`src/rtl/rf_sched_pkg.sv`:
```
// Shared widths and types for the register-file write scheduler.
// The hold buffer holds at most one link write that lost arbitration to writeback.
package rf_sched_pkg;

    localparam int XLEN  = 32;
    localparam int REG_W = 5;
    localparam int NREG  = 32;

    localparam logic [REG_W-1:0] ZERO_REG = '0;

    typedef enum logic {
        HOLD_EMPTY,
        HOLD_FULL
    } hold_state_t;

endpackage

```
`src/rtl/rf_scoreboard.sv`:
```
// Per-register pending/stale tracking for outstanding MDU results.
// A pending register whose value is overwritten by wb or link goes stale, so the late MDU result is dropped.
module rf_scoreboard #(
    parameter int REG_W = 5,
    parameter int NREG  = 32
) (
    input  logic             clock,
    input  logic             reset,
    input  logic             set_valid_i,
    input  logic [REG_W-1:0] set_reg_i,
    input  logic             clr_valid_i,
    input  logic [REG_W-1:0] clr_reg_i,
    input  logic             mark_valid_i,
    input  logic [REG_W-1:0] mark_reg_i,
    input  logic [REG_W-1:0] query_reg_i,
    input  logic [REG_W-1:0] rs1_i,
    input  logic [REG_W-1:0] rs2_i,
    output logic             query_stale_o,
    output logic             rs1_pending_o,
    output logic             rs2_pending_o
);

    logic [NREG-1:0] pending_q, pending_d;
    logic [NREG-1:0] stale_q, stale_d;
    logic [NREG-1:0] setVec, clrVec, markVec;

    // A new issue outranks a same-cycle retire of the same register, leaving it pending and fresh.
    always_comb begin
        setVec  = '0;
        clrVec  = '0;
        markVec = '0;
        if (set_valid_i && (set_reg_i != '0)) setVec[set_reg_i] = 1'b1;
        if (clr_valid_i)  clrVec[clr_reg_i]   = 1'b1;
        if (mark_valid_i) markVec[mark_reg_i] = 1'b1;
        pending_d = (pending_q & ~clrVec) | setVec;
        stale_d   = (stale_q | (markVec & pending_q)) & ~clrVec & ~setVec;
    end

    always_ff @(posedge clock or posedge reset) begin
        if (reset) begin
            pending_q <= '0;
            stale_q   <= '0;
        end else begin
            pending_q <= pending_d;
            stale_q   <= stale_d;
        end
    end

    assign query_stale_o = stale_q[query_reg_i];
    assign rs1_pending_o = pending_q[rs1_i];
    assign rs2_pending_o = pending_q[rs2_i];

endmodule

```
`src/rtl/rf_write_scheduler.sv`:
```
// Arbitrates the single register-file write port among writeback, link and MDU results,
// holding one link write behind writeback and stalling decode on outstanding MDU destinations.
module rf_write_scheduler #(
    parameter int XLEN  = rf_sched_pkg::XLEN,
    parameter int REG_W = rf_sched_pkg::REG_W,
    parameter int NREG  = rf_sched_pkg::NREG
) (
    input  logic             clock,
    input  logic             reset,
    input  logic             wb_valid,
    input  logic [REG_W-1:0] wb_reg,
    input  logic [XLEN-1:0]  wb_data,
    input  logic             link_valid,
    input  logic [REG_W-1:0] link_reg,
    input  logic [XLEN-1:0]  link_data,
    output logic             link_busy,
    input  logic             mdu_valid,
    input  logic [REG_W-1:0] mdu_reg,
    input  logic [XLEN-1:0]  mdu_data,
    output logic             mdu_ready,
    input  logic             issue_valid,
    input  logic [REG_W-1:0] issue_reg,
    input  logic [REG_W-1:0] rs1,
    input  logic [REG_W-1:0] rs2,
    output logic             hazard_stall,
    output logic             rf_we,
    output logic [REG_W-1:0] rf_waddr,
    output logic [XLEN-1:0]  rf_wdata
);

    import rf_sched_pkg::*;

    hold_state_t      holdState_q;
    logic [REG_W-1:0] holdReg_q;
    logic [XLEN-1:0]  holdData_q;

    logic holdFull, mduXfer, markValid, mduStale;
    logic rs1Pending, rs2Pending, rs1Hit, rs2Hit;

    assign holdFull  = (holdState_q == HOLD_FULL);
    assign link_busy = holdFull;
    assign mdu_ready = ~reset & ~wb_valid & ~holdFull & ~link_valid;
    assign mduXfer   = mdu_valid & mdu_ready;

    // Fixed priority: wb, held link, incoming link, MDU. Writes to r0 and stale MDU results are consumed silently.
    always_comb begin
        rf_we     = 1'b0;
        rf_waddr  = '0;
        rf_wdata  = '0;
        markValid = 1'b0;
        if (wb_valid) begin
            rf_we     = (wb_reg != ZERO_REG);
            rf_waddr  = wb_reg;
            rf_wdata  = wb_data;
            markValid = 1'b1;
        end else if (holdFull) begin
            rf_we     = (holdReg_q != ZERO_REG);
            rf_waddr  = holdReg_q;
            rf_wdata  = holdData_q;
            markValid = 1'b1;
        end else if (link_valid) begin
            rf_we     = (link_reg != ZERO_REG);
            rf_waddr  = link_reg;
            rf_wdata  = link_data;
            markValid = 1'b1;
        end else if (mduXfer) begin
            rf_we     = (mdu_reg != ZERO_REG) && !mduStale;
            rf_waddr  = mdu_reg;
            rf_wdata  = mdu_data;
        end
        if (reset) begin
            rf_we     = 1'b0;
            markValid = 1'b0;
        end
    end

    // A link request arriving while the buffer is full is illegal and simply dropped.
    always_ff @(posedge clock or posedge reset) begin
        if (reset) begin
            holdState_q <= HOLD_EMPTY;
            holdReg_q   <= '0;
            holdData_q  <= '0;
        end else begin
            case (holdState_q)
                HOLD_EMPTY: begin
                    if (link_valid && wb_valid) begin
                        holdState_q <= HOLD_FULL;
                        holdReg_q   <= link_reg;
                        holdData_q  <= link_data;
                    end
                end
                HOLD_FULL: begin
                    if (!wb_valid) holdState_q <= HOLD_EMPTY;
                end
                default: holdState_q <= HOLD_EMPTY;
            endcase
        end
    end

    rf_scoreboard #(
        .REG_W (REG_W),
        .NREG  (NREG)
    ) u_scoreboard (
        .clock         (clock),
        .reset         (reset),
        .set_valid_i   (issue_valid),
        .set_reg_i     (issue_reg),
        .clr_valid_i   (mduXfer),
        .clr_reg_i     (mdu_reg),
        .mark_valid_i  (markValid),
        .mark_reg_i    (rf_waddr),
        .query_reg_i   (mdu_reg),
        .rs1_i         (rs1),
        .rs2_i         (rs2),
        .query_stale_o (mduStale),
        .rs1_pending_o (rs1Pending),
        .rs2_pending_o (rs2Pending)
    );

    assign rs1Hit = (rs1 != ZERO_REG) && (rs1Pending || (holdFull && (holdReg_q == rs1)));
    assign rs2Hit = (rs2 != ZERO_REG) && (rs2Pending || (holdFull && (holdReg_q == rs2)));
    assign hazard_stall = ~reset & (rs1Hit | rs2Hit);

endmodule

```
`config.mk`:
```
export PLATFORM = sky130hd
export DESIGN_NAME = rf_write_scheduler
export DESIGN_NICKNAME = d
export VERILOG_FILES = /design/src/rtl/rf_sched_pkg.sv /design/src/rtl/rf_scoreboard.sv /design/src/rtl/rf_write_scheduler.sv
export SDC_FILE = /design/constraint.sdc
export NUM_CORES = 1
export LEC_CHECK = 0
export ABC_CLOCK_PERIOD_IN_PS = 7000
export CORE_ASPECT_RATIO = 0.7
export CORE_MARGIN = 10
export CORE_UTILIZATION = 31
export CTS_BUF_LIST = sky130_fd_sc_hd__clkbuf_2
export DETAILED_ROUTE_END_ITERATION = 8
export GPL_TIMING_DRIVEN = 0
export PLACE_DENSITY = 0.64
export RECOVER_POWER = 25
export SYNTH_ARGS = -nofsm -noshare
export SYNTH_HDL_FRONTEND = slang
export SYNTH_HIERARCHICAL = 1
export SYNTH_SLANG_ARGS = --single-unit
```
`constraint.sdc`:
```
create_clock -name clock -period 7 [get_ports clock]
set_input_delay 0.7 -clock clock [delete_from_list [all_inputs] [get_ports clock]]
set_output_delay 0.7 -clock clock [all_outputs]
set_load 0.05 [all_outputs]
```
==> out/qor.csv <==
stage,metric,value,unit
setup_path,Worst path slowest cell,clkdlybuf4s50_1,
timing,# setup viols final,0,
power,P_int,1.04,mW
timing,setup slack after layout,2230,ps
finish,Sequential Area,2550,µm²
logic_synthesis,Async SR Flop Fraction,100,%
logic_synthesis,synth warn,6,
placed_design,IO buf count,171,
timing,crit share post-route,68.2,%
timing,Final Hold Viols,0,
logic_synthesis,Post-Synth XOR/XNOR Area,1.03,%
logic_synthesis,Simple-Gate Fraction of Synth Area,15.9,%
hold_path,worst min path class,reg2reg,
setup_path,crit start category,register,
floorplan,Initial Utilization,31.4,%
logic_synthesis,Yosys reg bits,102,
timing,Final Skew,44.3,ps
hold_path,hold path start,u_scoreboard/stale_q[25]$_DFF_PP0_,
setup_path,CP cell instances,clkbuf_1 > or3_4 > nor3b_2 > buf_6 > a221oi_1 > o31ai_1 > clkdlybuf4s50_1,
floorplan,total die area,28200,µm²
setup_path,reg2reg start,link_busy$_DFF_PP0_,
timing,Least-Margin Pin Slew,1780,ps
floorplan,Core ar.,21600,µm²
timing,Worst slew margin,-18.6,%
logic_synthesis,count of flip-flops with a built-in enable after synthesis,0,
logic_synthesis,"Seq/Total Area, Yosys",37.7,%
logic_synthesis,syn_nets,836,
power,leakage power total,3.50,nW
setup_path,crit path buf inv count,3,
logic_synthesis,largest family of logic cells by synthesized area,compound AO/OA/AOI/OAI gates,
clock_network,Post-CTS Resized,0,
logic_synthesis,synthesized area per cell,9.62,µm²
setup_path,Crit. End Element,output port,
power,Worst VDD drop,0.0852,mV
grt,global-route wire length before repair,41.0,mm
clock_network,Worst-Skew Late Latency,610,ps
setup_path,Worst Reg-to-Reg Cells,10,
placed_design,Place WS,2340,ps
timing,RSZ-0062 raised after global routing,no,
finish,Final Net Count,1019,
route,DRT Pass-1 Iters,5,
grt,GRT overflow,0,
grt,largest net degree at the start of global routing,41,
route,vias,6753,
setup_path,reg2reg end,u_scoreboard/stale_q[20]$_DFF_PP0_,
setup_path,Critical Path AT,4070,ps
power,clock share of power,15.7,%
hold_path,Hold EP,u_scoreboard/stale_q[25]$_DFF_PP0_,
clock_network,number of buffers created by CTS,9,
floorplan,io pins,173,
route,Starting DRT DRC Count,657,
clock_network,Max clock buf depth,2,
logic_synthesis,post-synthesis instance total,704,
floorplan,die span in x,197,µm
power,Seq pwr share,48.2,%
logic_synthesis,post-synth top area cell,dfrtp_1,
timing,final worst path period need,4770,ps
finish,Fill cells,2134,
logic_synthesis,mux contribution to synthesized area,13.3,%
logic_synthesis,main flop type after synthesis,dfrtp_1,
clock_network,CTS Hold Bufs,0,
setup_path,CP required,6300,ps
logic_synthesis,largest cells by area after synthesis,"dfrtp_1, mux2i_1, mux2_2",
logic_synthesis,distinct cell type count after synthesis,48,
logic_synthesis,Synth Area in Adders,0,%
setup_path,critical path type,reg2out,
floorplan,Die Y,144,µm
clock_network,CTS tree,yes,
hold_path,hold depth,2,
clock_network,# H-tree levels,3,
placed_design,dpl hpwl,21.1,mm
run_status,failing checks,"capacitance limit, slew limit",
timing,setup TNS,0,ps
logic_synthesis,post-synthesis cell area,6770,µm²
setup_path,"Largest stage delay, worst path",990,ps
power,Combinational Power Share,36.1,%
run_status,status,"complete, but fails checks",
power,switching part of the total,39.9,%
clock_network,Post CTS Setup Buffer Count,0,
setup_path,flop-to-flop setup slack,3730,ps
floorplan,Std-Cell Rows,45,
route,vias per inst,5.75,
finish,layout cells sized above 1,13.7,%
placed_design,GP Congestion,0.947,
grt,number of global-route vias before repair,6611,
timing,f_max,0.210,GHz
route,Routed WL per cell,22.9,µm
power,P_sw,688,µW
route,DR DRC count,0,
setup_path,Top Family by Delay on Critical Path,buffers and inverters,
route,ANT nets after route,0,
clock_network,Worst-path clk slew,290,ps
timing,Slew Limit Fails,76,
grt,initial antenna violation count,1,
clock_network,TritonCTS Sinks,102,
setup_path,crit-path max FO,10,
grt,GRT Util Overall,18.7,%
route,drt total wl,27.0,mm
logic_synthesis,Compound-Gate Fraction of Synth Area,26.7,%
logic_synthesis,top-area cell type share of the netlist area,37.7,%
flow_run,max cap viols,2,
finish,synthesis-to-finish area growth,32.1,%
clock_network,Clock Tree Root,clkbuf_2,
power,PwrDens,193,nW/µm²
finish,area of the multi-input gates,3850,µm²
-- layout by cell type, fill, tap and decap left out, types with 31 or more instances in the layout --
master / Yosys / routed
clkdlybuf4s50_1: 0 / 170
dfrtp_1: 102 / 102
o21ai_0: 62 / 62
nand2_1: 58 / 58
mux2i_1: 48 / 48
nor2_1: 47 / 47
nor2b_1: 41 / 41
mux2_2: 37 / 37
a31oi_1: 36 / 36
o22ai_1: 31 / 31
-- synth_stat cells (4+ instances only) --
cell type	instances
xor2_1	8
a221oi_1	17
and2_1	4
clkbuf_1	27
o21ai_0	62
nand2_1	58
a21oi_1	15
a22oi_1	12
nand3b_1	11
or3b_1	5
buf_2	14
nor3_1	6
buf_6	5
nor2b_1	41
a221oi_2	19
o22ai_1	31
mux2i_1	48
nand2b_1	6
nor4_1	4
buf_12	5
dfrtp_1	102
a31oi_1	36
nand3_1	10
mux2_2	37
inv_1	6
o31ai_1	17
nor2_1	47
o31ai_2	19
-- layout make-up --
class                   instances  share of cell area, %
plain buffers                  54                   3.83
inverters                       6                  0.252
multi-input cells             542                   43.1
clock inverters                 7                  0.616
flip-flops and latches        102                   28.5
repair buffers                172                   19.2
diodes                          1                 0.0280
clock buffers                   9                  0.504
well taps                     282                   3.95
-- layer usage --
metal,wire length [µm],up-vias,GRT usage (%)
met4,208,0,3.22
met3,2720,15,6.01
met1,12600,3400,27.0
met5,0,-,0
met2,11500,295,26.6
li1,-,3043,-
-- logic make-up after synthesis --
family,after synthesis
XOR/XNOR,8
multiplexers,85
AND/OR/NAND/NOR,208
flip-flops,102
buffers and inverters,60
AO/OA/AOI/OAI,241
-- per-stage QoR --
step	utilization [%]	instance area, µm²	cells	hold WS [ps]	total power, mW
CTS	41.5	8950	1174	536	1.73
global placement	41.0	8830	1157	473	1.44
floorplan	-	6770	704	462	1.18
detailed placement	41.1	8850	1158	481	1.45
global route	41.5	8940	1175	551	1.82
finish	41.5	8940	1175	534	1.73
-- how the worst max path moves through the flow --
stage | cells past startpoint | from | end | slack (ps)
after CTS | 7 | link_busy$_DFF_PP0_ | rf_waddr[4] | 2200
after floorplan | 6 | wb_valid | rf_waddr[4] | 3140
after global routing | 5 | reset | hazard_stall | 1960
after detailed placement | 7 | link_valid | rf_waddr[4] | 2340
after global placement | 7 | link_valid | rf_waddr[4] | 2280
final | 7 | link_busy$_DFF_PP0_ | rf_waddr[4] | 2230
-- sequential cells by signal (all words and copies together) (netlist names) --
| register | flops |
|---|---|
| holdData_q | 32 |
| holdReg_q | 5 |
| link_busy | 1 |
| u_scoreboard/pending_q | 32 |
| u_scoreboard/stale_q | 32 |
-- tightest hold or removal path: stages, from the launching register on --
cell and delay (ps):
dfrtp_1 410, a31oi_1 50, nor2_1 70
-- power groups by stage --
stage | combinational (mW) | clock, mW | sequential (mW)
2_1_floorplan | 0.400 | 0 | 0.783
3_3_place_gp | 0.609 | 0 | 0.831
3_5_place_dp | 0.619 | 0 | 0.835
4_1_cts | 0.622 | 0.280 | 0.824
5_1_grt | 0.673 | 0.305 | 0.845
6_report | 0.624 | 0.271 | 0.832
Power figures use the tool's default switching activity.
